--- src/rtl/mem_arbiter_pkg.sv ---
// Shared types and default sizes for the fetch/data memory arbiter.
package mem_arbiter_pkg;

    localparam int ADDR_W_DEFAULT     = 16;
    localparam int DATA_W_DEFAULT     = 16;
    localparam int STARVE_MAX_DEFAULT = 4;

    typedef enum logic [1:0] {
        RUN    = 2'd0,
        DRAIN  = 2'd1,
        HALTED = 2'd2
    } arb_state_t;

endpackage

--- src/rtl/mem_arbiter_starve_counter.sv ---
// Counts consecutive cycles in which a waiting fetch lost to a data access.
// Saturates at STARVE_MAX, at which point the arbiter lets fetch win.
module starve_counter
    import mem_arbiter_pkg::*;
#(
    parameter int STARVE_MAX = STARVE_MAX_DEFAULT,
    parameter int CNT_W      = $clog2(STARVE_MAX + 1)
) (
    input  logic             CLK,
    input  logic             rst,
    input  logic             f_req,
    input  logic             f_gnt,
    input  logic             d_gnt,
    output logic [CNT_W-1:0] count,
    output logic             at_max
);

    localparam logic [CNT_W-1:0] MAX_CNT = CNT_W'(STARVE_MAX);

    assign at_max = (count == MAX_CNT);

    always_ff @(posedge CLK) begin
        if (rst) begin
            count <= '0;
        end else if (!f_req || f_gnt) begin
            count <= '0;
        end else if (d_gnt && !at_max) begin
            count <= count + CNT_W'(1);
        end
    end

endmodule

--- src/rtl/mem_arbiter.sv ---
// Arbitrates a single-port, 1-cycle-latency memory between instruction fetch
// and the data stage, with a halt handshake that drains the fetch path.
//
//   state  | meaning
//   RUN    | fetch and data both eligible (fetch blocked while halt_req=1)
//   DRAIN  | fetch blocked, waiting for any fetch read data to return
//   HALTED | fetch path quiescent, halted=1; data still served
module mem_arbiter
    import mem_arbiter_pkg::*;
#(
    parameter int ADDR_W     = ADDR_W_DEFAULT,
    parameter int DATA_W     = DATA_W_DEFAULT,
    parameter int STARVE_MAX = STARVE_MAX_DEFAULT
) (
    input  logic              CLK,
    input  logic              rst,
    input  logic              f_req,
    input  logic [ADDR_W-1:0] f_addr,
    output logic              f_gnt,
    output logic              f_rvalid,
    output logic [DATA_W-1:0] f_rdata,
    input  logic              d_req,
    input  logic              d_we,
    input  logic [ADDR_W-1:0] d_addr,
    input  logic [DATA_W-1:0] d_wdata,
    output logic              d_gnt,
    output logic              d_rvalid,
    output logic [DATA_W-1:0] d_rdata,
    input  logic              halt_req,
    output logic              halted,
    output logic              mem_en,
    output logic              mem_we,
    output logic [ADDR_W-1:0] mem_addr,
    output logic [DATA_W-1:0] mem_wdata,
    input  logic [DATA_W-1:0] mem_rdata
);

    localparam int CNT_W = $clog2(STARVE_MAX + 1);

    arb_state_t       state, state_next;
    logic [CNT_W-1:0] starve_cnt;
    logic             starve_max;
    logic             fetch_open;
    logic             f_rv_q, d_rv_q;

    starve_counter #(
        .STARVE_MAX (STARVE_MAX),
        .CNT_W      (CNT_W)
    ) u_starve (
        .CLK    (CLK),
        .rst    (rst),
        .f_req  (f_req),
        .f_gnt  (f_gnt),
        .d_gnt  (d_gnt),
        .count  (starve_cnt),
        .at_max (starve_max)
    );

    always_ff @(posedge CLK) begin
        if (rst) begin
            state <= RUN;
        end else begin
            state <= state_next;
        end
    end

    // Fetch is always a read, so a fetch grant this cycle is the only way a
    // fetch rvalid can be pending for the next cycle.
    always_comb begin
        f_gnt      = 1'b0;
        d_gnt      = 1'b0;
        state_next = state;
        fetch_open = (state == RUN) && !halt_req;

        if (!rst) begin
            if (f_req && fetch_open && (starve_max || !d_req)) begin
                f_gnt = 1'b1;
            end else if (d_req) begin
                d_gnt = 1'b1;
            end
        end

        case (state)
            RUN: begin
                if (halt_req) state_next = DRAIN;
            end
            DRAIN: begin
                if (!halt_req)  state_next = RUN;
                else if (!f_gnt) state_next = HALTED;
            end
            HALTED: begin
                if (!halt_req) state_next = RUN;
            end
            default: state_next = RUN;
        endcase
    end

    always_comb begin
        mem_en    = f_gnt | d_gnt;
        mem_we    = d_gnt & d_we;
        mem_addr  = '0;
        mem_wdata = '0;
        if (f_gnt) begin
            mem_addr = f_addr;
        end else if (d_gnt) begin
            mem_addr  = d_addr;
            mem_wdata = d_wdata;
        end
    end

    always_ff @(posedge CLK) begin
        if (rst) begin
            f_rv_q <= 1'b0;
            d_rv_q <= 1'b0;
        end else begin
            f_rv_q <= f_gnt;
            d_rv_q <= d_gnt & ~d_we;
        end
    end

    // Masking with rst drops a read whose data would land in a reset cycle.
    assign f_rvalid = f_rv_q & ~rst;
    assign d_rvalid = d_rv_q & ~rst;
    assign f_rdata  = f_rvalid ? mem_rdata : '0;
    assign d_rdata  = d_rvalid ? mem_rdata : '0;
    assign halted   = (state == HALTED);

endmodule

--- config.mk ---
export PLATFORM = sky130hd
export DESIGN_NAME = mem_arbiter
export DESIGN_NICKNAME = d
export VERILOG_FILES = /design/src/rtl/mem_arbiter_pkg.sv /design/src/rtl/mem_arbiter_starve_counter.sv /design/src/rtl/mem_arbiter.sv
export SDC_FILE = /design/constraint.sdc
export NUM_CORES = 1
export LEC_CHECK = 0
export ABC_CLOCK_PERIOD_IN_PS = 2600
export CORE_MARGIN = 2
export CORE_UTILIZATION = 25
export CTS_BUF_LIST = sky130_fd_sc_hd__clkbuf_16
export DETAILED_ROUTE_END_ITERATION = 6
export PLACE_DENSITY = 0.8
export SLEW_MARGIN = 0
export SYNTH_ARGS = -nofsm -noshare
export SYNTH_HDL_FRONTEND = slang
export SYNTH_SLANG_ARGS = --single-unit
export TNS_END_PERCENT = 30
--- constraint.sdc ---
create_clock -name CLK -period 2.6 [get_ports CLK]
set_input_delay 0.52 -clock CLK [delete_from_list [all_inputs] [get_ports CLK]]
set_output_delay 0.52 -clock CLK [all_outputs]
set_load 0.02 [all_outputs]
* After elaboration in Yosys (flattened, before gate mapping)
Cells that the tools add are included.
Word-level totals: register bits 7, input port bits 70, output and inout bits 71, logic and storage cells 47
Operators by class: add/subtract/negate cells 1, eq/ne operators 6, multiplexer cells 16, bitwise operators 7, reductions and logical operators 13
Operators by type and width (count):
- $mux W16 | 6
- $mux W2 | 4
- $pmux W2 S3 | 1
- $mux W1 | 5
- $and A1 B1 Y1 | 4
- $logic_and A1 B1 Y1 | 4
- $logic_not A1 Y1 | 4
- $ne A2 B2 Y1 const B | 2
- $add A3 B1 Y3 const B | 1
- $eq A3 B3 Y1 const B | 1
- $ne A3 B3 Y1 const B | 1
- $reduce_and A3 Y1 | 1
- $eq A2 B1 Y1 const B | 1
- $eq A2 B2 Y1 const B | 1
- $logic_not A2 Y1 | 1
- $logic_or A1 B1 Y1 | 2
- $not A1 Y1 | 2
- $reduce_or A2 Y1 | 1
- $or A1 B1 Y1 | 1

* Depth between registers and ports, before layout
depth in word-level cells 9, mapped depth 7, depth with buffers taken out 5

* By module
From an unflattened synthesis, not the netlist that was laid out.
Unflattened totals: cell total of the unflattened synthesis 153, area total of the unflattened synthesis 1097.3 µm²
By module, submodules not included:
- mem_arbiter | times used 1, cells each 134, area each 890.9 µm², sequential area each 80.1 µm²
- starve_counter | times used 1, cells each 19, area each 206.4 µm², sequential area each 60.1 µm²

* Worst setup path after synthesis
No wires, ideal clock.
kind input to output, start point in halt_req, end point out f_gnt, arrival time 1.765 ns, data required time 2.080 ns, slack 0.315 ns, stages 5, path buffers 2, path through or4b_4 or2_1 buf_6 buf_6 nor2_1
Between the ends: cells in the longest elaborated chain, start to end 6
Ends and longest elaborated chain:
- start: declaration | line mem_arbiter.sv:29 | input logic halt_req,
- $logic_not A1 Y1
- $logic_and A1 B1 Y1 | line mem_arbiter.sv:73 | fetch_open = (state == RUN) && !halt_req;
- $logic_and A1 B1 Y1 (2 in series) | line mem_arbiter.sv:76 | if (f_req && fetch_open && (starve_max || !d_req)) begin
- $mux W1 | line mem_arbiter.sv:76
- $mux W1 | line mem_arbiter.sv:75 | if (!rst) begin
- end: declaration | line mem_arbiter.sv:19 | output logic f_gnt,
Every way passes these cells.

* Worst setup path after layout
start point in halt_req, end point out mem_addr[5]
Between the ends: cells in the longest elaborated chain, start to end 8, elaborated cells between the ends (all ways) 10, classes of those cells 6 x mux; 4 x reduce/logical
Ends and longest elaborated chain:
- $logic_not A1 Y1 (*)
- $logic_and A1 B1 Y1 (*) | line mem_arbiter.sv:73
- $logic_and A1 B1 Y1 (*) (2 in series) | line mem_arbiter.sv:76
- $mux W1 | line mem_arbiter.sv:76
- $mux W1 | line mem_arbiter.sv:75
- $mux W16 | line mem_arbiter.sv:105 | end else if (d_gnt) begin
- $mux W16 (*) | line mem_arbiter.sv:103 | if (f_gnt) begin
- end: declaration | line mem_arbiter.sv:33 | output logic [ADDR_W-1:0] mem_addr,
Every way passes the cells marked *; elsewhere a longest branch is shown, timed or not.

==> key figures <==
Outcome
  • Outcome: finished, final reports clean

Clock tree
  • Hold buffers post-CTS: 0
  • Cts bufs inserted: 3
  • Clock sink total: 7
  • Worst skew pair latency: roughly 230 ps
  • CTS tree: built
  • Htree depth: 1
  • Worst-case clock buffer depth: 2
  • CTS root buf: clkbuf_16
  • CTS clk-pin slew, worst paths: approximately 40 ps

Pwr
  • Switching Fraction: 27.7%
  • Clock share of power: 38.3%
  • Pwr dens: 259 nW/µm²
  • Seq pwr share: 16.8%
  • Internal: 0.000487 W
  • Leak pwr: 1.26 nW
  • P_sw: 0.000186 W
  • Combinational Power Share: 44.9%
  • Worst VDD drop: between 200 and 250 µV

Yosys
  • Yosys reg bits: 7
  • Post-synth top area share: 30.2%
  • Area of the mapped netlist: 1010 µm²
  • Sequential area share after synthesis: 13.8%
  • Synth Area in Adders: 2.47%
  • Post-synthesis xor/xnor area fraction: 0.863%
  • Unique masters post-synth: 27
  • Synth Area per Inst: 7.57 µm²
  • Synth area leaders: and2_1 30%, dfxtp_1 14%, nor4b_1 14%
  • Compound-Gate Fraction of Synth Area: 18.7%
  • Cell taking the most area after synthesis: and2_1
  • Largest family of logic cells by synthesized area: simple AND/OR/NAND/NOR gates
  • Synth warnings: 0
  • Post-Synth Simple-Gate Area: a little under three fifths
  • Synthesized Nets: 206
  • Mux contribution to synthesized area: 0%
  • Cell count after synthesis: around 130

Worst setup path
  • Crit path cell chain: dlygate4sd2_1, or4b_4, buf_4, nor4b_1, a31o_2, buf_4
  • Kind of critical path: input pin to output pin
  • Setup crit start kind: input pin
  • WP data arrival: 2060 ps
  • Delay of the slowest critical-path stage: 530 ps
  • Worst endpoint required time: approximately 2100 ps
  • Top cell by count, worst path: buf_4
  • CP Max Fanout: 10
  • Worst setup EP type: output pin
  • Worst Reg2Reg Path Length in Cells: 5
  • Worst path slowest cell: or4b_4

Final layout
  • Final cell count without fillers: 334
  • Fill cell count: about 340
  • Seq. cell area: 140 µm²
  • Commonest non-fill, non-tap cells in the layout: 68 x clkdlybuf4s50_1, 48 x and2_1, 42 x dlygate4sd2_1
  • Layout cells sized above 1: between 20% and 30%
  • Area occupied by multi-input gates: 898 µm²
  • Fin nets: 357
  • Most common cell after layout, fill and taps aside: clkdlybuf4s50_1
  • Antenna diode count: 0
  • Area grow syn2layout: 156%
  • Fin area: about 2600 µm²
  • Fin util: 65.9%

Global route
  • Global Route Usage Sum: roughly a fifth
  • First-pass GRT wire length: 6910 µm
  • Vias in the first global route: 1539
  • Gr ovfl total: 0
  • Antenna violations before repair: 0
  • Largest net degree at the start of global routing: 23

Placed design
  • I/O Buffers: 140
  • Detail Placement HPWL: between 3000 and 4000 µm
  • Placed Instances: around 330
  • GPL Wtd Cong: 0.735
  • Post-DP Area: 2530 µm²

Routing
  • Drt pass-1 iters: 4
  • Initial DRC count: 64
  • Routed wire length: 4640 µm
  • WL/cell: 13.9 µm
  • Drt via density: 4.59
  • Drc violations: 0
  • Post-route antenna net violation count: 0
  • Via count: 1533

Run
  • Max Cap Viol: 0

Die
  • FP Rows: 23
  • Initial core utilization: 25.7%
  • Die Ht: 67.7 µm
  • Die area: 4580 µm²
  • DIE WIDTH: a little under 70 µm
  • Io pins: 141
  • Core area: 3940 µm²

STA
  • Max_slew headroom: about four fifths
  • Final hold viol count: 0
  • Min Hold Slack: 544 ps
  • Endpoints failing setup: 0
  • RSZ-0062 raised after global routing: true
  • Worst-Margin Slew: 287 ps
  • Min cycle time layout: 2580 ps
  • Setup Skew: 1.46 ps
  • Max Freq: between 300 and 400 MHz
  • Crit share post-route: 99.1%
  • Fin. max-slew vios: 0

Min path
  • Worst hold path class: flip-flop to flip-flop
  • Hold path cells: 2
## per-stage QoR
step	setup slack (ps)	total power, W	TNS, ps
after global placement	-620	0.000420	-23640
final	23.6	0.000674	0
after floorplan	315	0.000232	0
after detailed placement	-628	0.000423	-24980
after CTS	0.786	0.000669	0
after global routing	-73.5	0.000708	-398
## registers in the layout (all words and copies together) (netlist names)
signal and flops:
state 2, f_rv_q 1, d_rv_q 1, u_starve.count 3
## final timing paths
kind / startpoint / end / slack, ps
setup reg to reg: state[1] / d_rv_q / 990
hold / removal: state[0] / state[0] / 540
setup / recovery: halt_req / mem_addr[5] / 20
hold reg to reg: state[0] / state[0] / 540
## worst max-delay path: cells and delay by family
family                 cells  cell delay [ps]
buffers and inverters      3              580
AND/OR/NAND/NOR            2              810
AO/OA/AOI/OAI              1              150
## metal layers
layer	wire length (µm)	vias up	GRT usage (%)
met5	0	-	0
met4	42	0	4.59
met3	345	4	6.50
met2	2490	65	35.4
met1	1770	692	22.1
li1	-	772	-
## Yosys cell counts (all sizes together)
cell / count
and2: 49
a31o: 16
nor4b: 16
clkbuf: 7
dfxtp: 7
buf: 6
nor2b: 6
a21oi: 3
inv: 3
nor2: 3
a21boi: 2
ha: 2
nand2: 2
nor3: 2
a21o: 1
and4b: 1
nand2b: 1
nand3: 1
nand3b: 1
o21a: 1
o21ai: 1
or2: 1
or4b: 1
xnor2: 1
## power by group through the flow
stage / combinational (W) / sequential (W) / clock, W
3_5_place_dp: 0.000308 / 0.000115 / 0
6_report: 0.000302 / 0.000113 / 0.000258
3_3_place_gp: 0.000306 / 0.000114 / 0
5_1_grt: 0.000323 / 0.000114 / 0.000271
4_1_cts: 0.000295 / 0.000113 / 0.000261
2_1_floorplan: 0.000117 / 0.000115 / 0
## cells by family (layout without fill, tap and decap cells)
family	after synthesis	in the layout
xor+xnor	1	1
flops	7	7
compound gates	24	25
fa+ha+maj	2	2
simple gates	84	84
buf+inv	16	165
## cell type report
cell class	count	area share, %
multi-input cells	112	34.6
clock buffers	3	2.89
inverters	3	0.433
flip-flops and latches	7	5.39
well taps	50	2.41
clock inverters	1	0.144
repair buffers	158	54.2
## repair_timing
action / in CTS / in global routing
resized for setup: 143 / 21
setup endpoints to repair: 70 / 65
setup buffers: 4 / 0
gates cloned: 1 / 0
pin swaps: 2 / 0
Power figures use the tool's default switching activity.
